File: src/rtl/vga_timing_gen.sv
// -----------------------------------------------------------------------------
// vga_timing_gen
//
// 800x600@60 Hz VGA timing generator (40 MHz pixel clock) for the wave display.
//
// A free-running horizontal/vertical counter pair produces the pixel position
// handed to the picture/wave ROM stage. That stage answers with an RGB565 pixel
// a fixed P_DATA_LAT clocks later. Sync and data-enable are delayed by the same
// amount, plus one more register, so that O_hsync, O_vsync, O_de and O_rgb all
// leave the block from registers in the same clock.
//
// Optional feature (compile-time macro VGA_TEST_PATTERN_EN):
//   When defined, I_pattern_en = 1 replaces I_data with eight 100-pixel-wide
//   colour bars. When undefined, I_pattern_en is ignored.
//
// Ports:
//   I_sys_clk      in   1   pixel clock (single clock domain)
//   I_reset_n      in   1   asynchronous active-low reset
//   O_pos_x        out 10   pixel column inside the visible area, else 0
//   O_pos_y        out 10   pixel row inside the visible area, else 0
//   O_pos_en       out  1   position is inside the visible area
//   O_frame_start  out  1   one-clock pulse at counter (0,0)
//   I_data         in  16   RGB565 pixel, valid P_DATA_LAT clocks after O_pos_*
//   I_pattern_en   in   1   select internal colour bars (macro build only)
//   O_hsync        out  1   horizontal sync, latency aligned
//   O_vsync        out  1   vertical sync, latency aligned
//   O_de           out  1   data enable, latency aligned
//   O_rgb          out 16   RGB565 output pixel, 0 when O_de = 0
//
// Handshake: there is no flow control. Every clock after the run flag sets is
// one pixel slot; O_pos_en marks slots whose I_data (P_DATA_LAT clocks later)
// is consumed, and O_de marks slots whose O_rgb carries picture data.
//
// P_DATA_LAT legal range is 1..8.
// -----------------------------------------------------------------------------
module vga_timing_gen #(
   parameter int P_H_ACTIVE = 800,
   parameter int P_H_FP     = 40,
   parameter int P_H_SYNC   = 128,
   parameter int P_H_BP     = 88,
   parameter int P_V_ACTIVE = 600,
   parameter int P_V_FP     = 1,
   parameter int P_V_SYNC   = 4,
   parameter int P_V_BP     = 23,
   parameter int P_SYNC_POL = 1,
   parameter int P_DATA_LAT = 2
) (
   input  logic        I_sys_clk,
   input  logic        I_reset_n,
   output logic [9:0]  O_pos_x,
   output logic [9:0]  O_pos_y,
   output logic        O_pos_en,
   output logic        O_frame_start,
   input  logic [15:0] I_data,
   input  logic        I_pattern_en,
   output logic        O_hsync,
   output logic        O_vsync,
   output logic        O_de,
   output logic [15:0] O_rgb
);

   // --------------------------------------------------------------------------
   // Derived timing constants
   // --------------------------------------------------------------------------
   localparam int H_TOTAL = P_H_ACTIVE + P_H_FP + P_H_SYNC + P_H_BP;
   localparam int V_TOTAL = P_V_ACTIVE + P_V_FP + P_V_SYNC + P_V_BP;

   localparam logic [10:0] H_LAST     = 11'(H_TOTAL - 1);
   localparam logic [10:0] H_ACT_END  = 11'(P_H_ACTIVE);
   localparam logic [10:0] HS_BEGIN   = 11'(P_H_ACTIVE + P_H_FP);
   localparam logic [10:0] HS_END     = 11'(P_H_ACTIVE + P_H_FP + P_H_SYNC);

   localparam logic [9:0]  V_LAST     = 10'(V_TOTAL - 1);
   localparam logic [9:0]  V_ACT_END  = 10'(P_V_ACTIVE);
   localparam logic [9:0]  VS_BEGIN   = 10'(P_V_ACTIVE + P_V_FP);
   localparam logic [9:0]  VS_END     = 10'(P_V_ACTIVE + P_V_FP + P_V_SYNC);

   localparam logic SYNC_ON  = (P_SYNC_POL != 0);
   localparam logic SYNC_OFF = !SYNC_ON;

   // --------------------------------------------------------------------------
   // Run flag: low during reset, high from the first edge after release.
   // Holding the counters until it sets makes the first clock after release
   // the (0,0) frame-start clock.
   // --------------------------------------------------------------------------
   logic run_q;

   always_ff @(posedge I_sys_clk or negedge I_reset_n) begin
      if (!I_reset_n) begin
         run_q <= 1'b0;
      end else begin
         run_q <= 1'b1;
      end
   end

   // --------------------------------------------------------------------------
   // Horizontal / vertical counters
   // --------------------------------------------------------------------------
   logic [10:0] h_cnt;
   logic [9:0]  v_cnt;

   always_ff @(posedge I_sys_clk or negedge I_reset_n) begin
      if (!I_reset_n) begin
         h_cnt <= '0;
         v_cnt <= '0;
      end else if (run_q) begin
         if (h_cnt == H_LAST) begin
            h_cnt <= '0;
            if (v_cnt == V_LAST) begin
               v_cnt <= '0;
            end else begin
               v_cnt <= v_cnt + 10'd1;
            end
         end else begin
            h_cnt <= h_cnt + 11'd1;
         end
      end
   end

   // --------------------------------------------------------------------------
   // Position decode (zero latency from the counter registers)
   // --------------------------------------------------------------------------
   logic active;
   logic hs_raw;
   logic vs_raw;

   always_comb begin
      active        = run_q && (h_cnt < H_ACT_END) && (v_cnt < V_ACT_END);
      hs_raw        = run_q && (h_cnt >= HS_BEGIN) && (h_cnt < HS_END);
      vs_raw        = run_q && (v_cnt >= VS_BEGIN) && (v_cnt < VS_END);
      O_pos_en      = active;
      O_pos_x       = active ? h_cnt[9:0] : 10'd0;
      O_pos_y       = active ? v_cnt      : 10'd0;
      O_frame_start = run_q && (h_cnt == 11'd0) && (v_cnt == 10'd0);
   end

   // --------------------------------------------------------------------------
   // Latency alignment.
   // Stage i holds the value from i+1 clocks ago. Sync pipes carry the pin
   // level (polarity already applied) so their last stage drives the pins
   // directly. de_pipe[P_DATA_LAT-1] is enable for the pixel whose I_data is
   // present this clock; de_pipe[P_DATA_LAT] lines up with O_rgb.
   // --------------------------------------------------------------------------
   logic [P_DATA_LAT:0] hs_pipe;
   logic [P_DATA_LAT:0] vs_pipe;
   logic [P_DATA_LAT:0] de_pipe;
   logic                hs_lvl;
   logic                vs_lvl;

   always_comb begin
      hs_lvl = hs_raw ? SYNC_ON : SYNC_OFF;
      vs_lvl = vs_raw ? SYNC_ON : SYNC_OFF;
   end

   always_ff @(posedge I_sys_clk or negedge I_reset_n) begin
      if (!I_reset_n) begin
         hs_pipe <= {(P_DATA_LAT + 1){SYNC_OFF}};
         vs_pipe <= {(P_DATA_LAT + 1){SYNC_OFF}};
         de_pipe <= '0;
      end else begin
         hs_pipe <= {hs_pipe[P_DATA_LAT-1:0], hs_lvl};
         vs_pipe <= {vs_pipe[P_DATA_LAT-1:0], vs_lvl};
         de_pipe <= {de_pipe[P_DATA_LAT-1:0], active};
      end
   end

   logic de_at_data;
   assign de_at_data = de_pipe[P_DATA_LAT-1];

   // --------------------------------------------------------------------------
   // Pixel source selection
   // --------------------------------------------------------------------------
   logic [15:0] pix_src;

`ifdef VGA_TEST_PATTERN_EN
   // Column delayed to line up with I_data, so the bars land on the same
   // pixels the ROM data would have.
   logic [9:0] x_pipe [P_DATA_LAT];

   always_ff @(posedge I_sys_clk or negedge I_reset_n) begin
      if (!I_reset_n) begin
         for (int i = 0; i < P_DATA_LAT; i++) begin
            x_pipe[i] <= '0;
         end
      end else begin
         x_pipe[0] <= O_pos_x;
         for (int i = 1; i < P_DATA_LAT; i++) begin
            x_pipe[i] <= x_pipe[i-1];
         end
      end
   end

   // Bar index is x / 100; a compare ladder avoids a divider.
   function automatic logic [15:0] bar_colour(input logic [9:0] x);
      if      (x < 10'd100) return 16'hFFFF;
      else if (x < 10'd200) return 16'hFFE0;
      else if (x < 10'd300) return 16'h07FF;
      else if (x < 10'd400) return 16'h07E0;
      else if (x < 10'd500) return 16'hF81F;
      else if (x < 10'd600) return 16'hF800;
      else if (x < 10'd700) return 16'h001F;
      else                  return 16'h0000;
   endfunction

   always_comb begin
      pix_src = I_data;
      if (I_pattern_en) begin
         pix_src = bar_colour(x_pipe[P_DATA_LAT-1]);
      end
   end
`else
   logic unused_pattern_en;
   assign unused_pattern_en = I_pattern_en;

   always_comb begin
      pix_src = I_data;
   end
`endif

   // --------------------------------------------------------------------------
   // Output pixel register: picture data only when the delayed enable is set,
   // so blanking always reads as black regardless of what I_data carries.
   // --------------------------------------------------------------------------
   logic [15:0] rgb_q;

   always_ff @(posedge I_sys_clk or negedge I_reset_n) begin
      if (!I_reset_n) begin
         rgb_q <= '0;
      end else begin
         rgb_q <= de_at_data ? pix_src : 16'h0000;
      end
   end

   assign O_hsync = hs_pipe[P_DATA_LAT];
   assign O_vsync = vs_pipe[P_DATA_LAT];
   assign O_de    = de_pipe[P_DATA_LAT];
   assign O_rgb   = rgb_q;

endmodule

File: config.mk
export PLATFORM = sky130hd
export DESIGN_NAME = vga_timing_gen
export DESIGN_NICKNAME = d
export VERILOG_FILES = /design/src/rtl/vga_timing_gen.sv
export SDC_FILE = /design/constraint.sdc
export NUM_CORES = 1
export LEC_CHECK = 0
export CORE_UTILIZATION = 55
export DETAILED_ROUTE_END_ITERATION = 6
export DONT_BUFFER_PORTS = 1
export HOLD_SLACK_MARGIN = 0.05
export PLACE_DENSITY = 0.7
export SYNTH_ARGS = -nofsm -noshare
export SYNTH_HDL_FRONTEND = slang
export SYNTH_SLANG_ARGS = --single-unit
File: constraint.sdc
create_clock -name I_sys_clk -period 3.9 [get_ports I_sys_clk]
set_clock_uncertainty 0.15 [all_clocks]
set_input_delay 0.195 -clock I_sys_clk [delete_from_list [all_inputs] [get_ports I_sys_clk]]
set_output_delay 0.195 -clock I_sys_clk [all_outputs]
set_load 0.1 [all_outputs]
==> results of run 1 <==
-- layout by cell type (no fill, tap or decap), types with 2 or more instances in the layout --
master         count
a31oi_1            2
nor3_1             8
a21oi_1            4
or2_2              3
ha_1               6
inv_1             10
nor4_1             2
xnor2_1            2
nand3_1            8
nor2_1             9
dfrtp_1           47
o31ai_1            3
nand2_1           11
mux2_2             2
nand4_1            8
and2_1            36
dlygate4sd3_1     17
clkbuf_8           6
buf_4              7
xor2_1             7
o21ai_0            7
-- worst max-delay path: stages (launching register included) --
cell and delay [ps]:
dfrtp_1 520, nor2b_1 240, o21ai_0 180, a21oi_4 350, buf_4 390, and2_1 180
buf_4 280
-- power by group --
part	switching (mW)	internal [mW]
Sequential	0.117	0.521
Combinational	0.177	0.0652
Clock	0.163	0.145
-- registers in the layout (all words and copies together) (netlist names) --
name,count
O_rgb,16
h_cnt,11
v_cnt,10
de_pipe,3
hs_pipe,3
vs_pipe,3
run_q,1
-- cells by family (layout without fill, tap and decap cells) --
group	after synthesis	in the layout	share of synthesized area, %
and+or+nand+nor	97	97	26.6
DFF	47	47	54.1
AOI/OAI and AO/OA	23	23	6.84
buffers and inverters	21	44	4.26
xor gates and xnor gates	9	9	3.62
adders and majority gates	6	6	3.45
muxes	2	2	1.04
other	1	1	0.172
-- layout make-up --
type	count	area (sq um)	area share, %
flip-flops and latches	47	1180	45.7
clock inverters	2	16.3	0.633
well taps	48	60.1	2.34
repair buffers	26	275	10.7
multi-input cells	138	923	35.9
clock buffers	6	82.6	3.21
inverters	10	37.5	1.46
-- path summary, 6_finish.rpt --
check,startpoint,end,slack (ps),depth (start not counted)
max,run_q,O_pos_y[8],1100,6
min,vs_pipe[1],vs_pipe[2],210,0
max reg2reg,h_cnt[7],v_cnt[8],1790,4
min reg2reg,vs_pipe[1],vs_pipe[2],210,0
max in group asynchronous,I_reset_n,h_cnt[1],3140,2
min in group asynchronous,I_reset_n,h_cnt[10],270,2
-- layer usage --
| metal | vias up | part of all wire [%] | wire (um) | GRT usage (%) |
|---|---|---|---|---|
| met5 | - | 0 | 0 | 0 |
| met4 | 0 | 1.5 | 62 | 10.3 |
| met3 | 5 | 7.6 | 316 | 5.11 |
| met2 | 70 | 46 | 1910 | 34.9 |
| met1 | 735 | 45 | 1890 | 28.2 |
| li1 | 741 | - | - | - |
-- through the flow --
step / instances / power [mW] / cell area, sq um
2_1_floorplan: 206 / 0.826 / 2180
3_3_place_gp: 251 / 0.857 / 2270
3_5_place_dp: 251 / 0.861 / 2270
4_1_cts: 277 / 1.19 / 2570
5_1_grt: 277 / 1.24 / 2570
6_report: 277 / 1.19 / 2570
==> summary.txt, run 1 <==
total number of vias -> 1551
Most used DFF post-synth -> dfrtp_1
fin nets -> 253
root buffer cell -> clkbuf_8
VDD IR-drop max -> 0.348 mV
Cell Area, Synth -> 2180 sq um
total CTS buffers -> 5
IO Port Bufs -> 0
Initial Util -> 58.6%
H-tree Lvls -> 2
WS Path Type -> reg -> out
vias in the first global route -> 1566
aggregate global-route resource usage -> 22.0%
first-pass GRT wire length -> 6.96 mm
Ports -> 60
Hold Path Class -> reg -> reg
fillcell total -> 273
total of max-cap violations -> 0
layout cells sized above 1 -> 12.7%
Synth cell types -> 40
leak pwr -> 1.19 nW
Worst Path Required -> 3560 ps
area of the die -> 4210 sq um
CTS sink count -> 47
top-count cell post-synth -> dfrtp_1
pwr/cell area -> 462 nW/um^2
Max Slew Vio Count -> 0
final core occ -> 69.2%
yosys warns -> 0
Chip Width -> 64.9 um
Synth Register Bits -> 47
Setup WS pre-CTS -> 1430 ps
CTS Buffer Depth -> 2
1st-iter DRT viols -> 125
Final ANT Viol Nets -> 0
DRC -> 0
post-cts resize count -> 0
largest net degree at the start of global routing -> 48
RSZ-0062 raised after global routing -> false
Worst Tran Pin Value -> 974 ps
fin crit period -> 2800 ps
Die Ht -> 64.9 um
syn_nets -> 231
Post-Syn Instances -> 206
Fmax -> 357 MHz
Syn-to-layout area delta -> 18.2%
CTS tree -> yes
total core area -> 3720 sq um
total grt overflow -> 0
Worst-path clk slew -> 80 ps
cell taking the most area after synthesis -> dfrtp_1
status -> completed
Post-Route WL -> 4.18 mm
crit path max fanout -> 16
largest cells by area after synthesis -> dfrtp_1 (54%), and2_1 (10%), ha_1 (3.5%), xor2_1 (2.8%), nand4_1 (2.3%)
ANT cells -> 0
post-synthesis sequential area ratio -> 54.1%
placer's final routability congestion estimate -> 0.856
Vias/cell -> 5.60
area share of the largest cell type after synthesis -> 54.1%
Post-synth EDFFs -> 0
syn avg cell area -> 10.6 sq um
fin worst setup slack -> 1100 ps
num rows -> 22
Worst-Skew Late Latency -> 300 ps
Detailed Place HPWL -> 2.78 mm
crit path capture type -> output port
antenna violations before repair -> 0
CP Launch Type -> flop
slew margin rel. -> 35.5%
DR WL/cell -> 15.1 um
drt first pass iters -> 4
Setup violations, final -> 0
arrival time at the worst endpoint -> 2460 ps
Final Hold Vio Count -> 0
Final Cycle Share -> 71.8%
Setup Buffers After CTS -> 0
hold_buf cts -> 18
most frequent cells after synthesis -> dfrtp_1 (47), and2_1 (36), nand2_1 (11)
worst hold margin -> 205 ps
FFs w/ async S/R, synth -> 100%
setup tns final -> 0 ps
Note: power is estimated with default switching activity, not from simulation.
==> run 2, diff against run 1 <==
- ABC_AREA: unset -> 1
- PLACE_DENSITY: 0.7 -> 0.73
- clock period: 3.9 -> 2.42 ns (I/O delays scaled with it)
==> run 2 against run 1 <==
Against the previous run:
- utilization increased by 6.7 points
- cell count rose by 38%
- routed wire length up 22%
- final area rose by 22%
- register-to-register slack lost 1300 ps
- synthesized cell count is 42% higher
- largest power group unchanged
- highest routed layer unchanged
==> summary.txt, run 2 <==
status -> completed
post-synthesis sequential area ratio -> 48.6%
Chip Width -> 68.3 um
Hold Path Class -> in -> async
Final ANT Viol Nets -> 0
syn_nets -> 318
Fmax -> 454 MHz
register area -> 1180 sq um
CP startpoint -> v_cnt[6]
slew margin rel. -> 40.5%
Worst R2R Start -> v_cnt[4]
worst hold margin -> 178 ps
largest net degree at the start of global routing -> 48
Post-synth EDFFs -> 0
VDD IR-drop max -> 0.392 mV
critical path's slowest cell -> dfrtp_1
FFs w/ async S/R, synth -> 100%
Setup violations, final -> 0
placer's final routability congestion estimate -> 0.878
total number of vias -> 1963
leak pwr -> 1.64 nW
layout cells sized above 1 -> 20.2%
num rows -> 23
total of max-cap violations -> 0
Cell Area, Synth -> 2420 sq um
arrival time at the worst endpoint -> 1930 ps
H-tree Lvls -> 2
DR WL/cell -> 13.4 um
crit path capture type -> output port
cell area after layout -> 3120 sq um
largest cells by area after synthesis -> dfrtp_1 (49%), nand2_1 (11%), inv_1 (7.6%), nor2_2 (5.2%), nand3_1 (4.1%)
total CTS buffers -> 5
pwr/cell area -> 661 nW/um^2
Vias/cell -> 5.14
Final Cycle Share -> 91.0%
area of the die -> 4670 sq um
fillcell total -> 281
total core area -> 4120 sq um
setup tns final -> 0 ps
fin crit period -> 2200 ps
Syn-to-layout area delta -> 29.1%
Worst-Skew Late Latency -> 300 ps
max reg flops -> 16
Cell Count, Final, Fillers Out -> 382
crit path max fanout -> 20
Ports -> 60
Worst Path Required -> 2150 ps
DP Area -> 2840 sq um
CTS Buffer Depth -> 2
fin nets -> 356
most frequent cells after synthesis -> nand2_1 (73), inv_1 (49), dfrtp_1 (47)
total grt overflow -> 0
Initial Util -> 58.8%
IO Port Bufs -> 0
CTS tree -> yes
Post-Route WL -> 5.10 mm
WS Path Type -> reg -> out
Final Hold Vio Count -> 0
root buffer cell -> clkbuf_8
syn avg cell area -> 8.26 sq um
Worst Tran Pin Value -> 893 ps
vias in the first global route -> 1836
CTS sink count -> 47
Die Ht -> 68.3 um
Worst-path clk slew -> 90 ps
Worst path top cell family by delay -> buffers and inverters
drt first pass iters -> 5
Synth cell types -> 27
worst path bufs/invs -> 2
Detailed Place HPWL -> 3.36 mm
top-count cell post-synth -> nand2_1
ANT cells -> 0
first-pass GRT wire length -> 8.47 mm
multi-input logic area -> 982 sq um
Post-Syn Instances -> 293
yosys warns -> 0
crit-path cells -> nand2_1, nor3_2, o21ai_0, nand3b_2, buf_4, nor2_2, buf_12
aggregate global-route resource usage -> 25.3%
antenna violations before repair -> 0
commonest non-fill, non-tap cell in the layout -> nand2_1
cell taking the most area after synthesis -> dfrtp_1
Most used DFF post-synth -> dfrtp_1
1st-iter DRT viols -> 156
Synth Register Bits -> 47
RSZ-0062 raised after global routing -> false
CP max stage delay -> 480 ps
Setup Buffers After CTS -> 0
most frequent cells in the layout -> nand2_1 (73), inv_1 (49), dfrtp_1 (47), nor2_1 (23), nor2_2 (21)
placed insts -> 356
CP Launch Type -> flop
area share of the largest cell type after synthesis -> 48.6%
DRC -> 0
Max Slew Vio Count -> 0
==> run 2: cell types whose count changed after synthesis, sizes merged, moves of 4 or more <==
cell	previous run	this run
a21oi	5	1
and2	37	0
buf	4	8
clkbuf	7	2
inv	10	51
nand2	11	76
nand3	8	21
nor2	9	46
o21ai	7	11
==> run 2: timing repair <==
item / CTS / global route
endpoints found under the setup margin: 0 / 0
hold buffers: 18 / 0
gates resized for setup: 0 / 0
endpoints found under the hold margin: 63 / 0
==> run 2: final timing paths <==
check / end / slack [ps] / cells after the start
max: O_pos_x[1] / 220 / 7
min: O_rgb[3] / 180 / 2
max reg2reg: de_pipe[0] / 480 / 5
min reg2reg: hs_pipe[1] / 200 / 0
max in group asynchronous: O_rgb[7] / 1740 / 2
min in group I_sys_clk: hs_pipe[1] / 200 / 0
==> run 2: layout make-up <==
cell class | instances | share of cell area [%]
Timing Repair Buffer | 41 | 19.9
Multi-Input combinational cell | 185 | 31.4
Inverter | 51 | 6.13
Clock inverter | 3 | 0.721
Sequential cell | 47 | 37.6
Tap cell | 50 | 2.00
Clock buffer | 5 | 2.20
==> run 2: power by group <==
| group | total [mW] | switching [mW] | internal [mW] | leakage (nW) |
|---|---|---|---|---|
| clock network | 0.484 | 0.276 | 0.207 | 0.0485 |
| logic | 0.569 | 0.380 | 0.189 | 0.971 |
| registers | 1.01 | 0.169 | 0.842 | 0.619 |
| total | 2.06 | 0.826 | 1.24 | 1.64 |
==> run 2: metal layers <==
layer  vias up  share of wire, %  wire [um]  track usage, %
met3        12               4.5        231            5.17
met4         0               2.2        112            8.33
met1       929                41       2110            31.2
li1        955                 -          -               -
met5         -                 0          0               0
met2        67                52       2650            43.9
==> run 2: kinds of logic (layout without fill, tap and decap cells) <==
kind of cell / after synthesis / after routing / share of synthesized area, %
and+or+nand+nor: 157 / 157 / 31.0
buffers and inverters: 61 / 100 / 11.4
DFF: 47 / 47 / 48.6
AOI/OAI and AO/OA: 13 / 13 / 2.84
xor gates and xnor gates: 8 / 8 / 2.90
adders and majority gates: 6 / 6 / 3.10
other: 1 / 1 / 0.155
==> run 2: stage by stage <==
step	utilization, %	setup slack, ps	power (mW)
2_1_floorplan	-	96.3	1.39
6_report	75.9	217	2.06
4_1_cts	75.9	239	2.07
3_5_place_dp	68.9	515	1.55
3_3_place_gp	68.9	523	1.54
5_1_grt	75.9	90.7	2.17
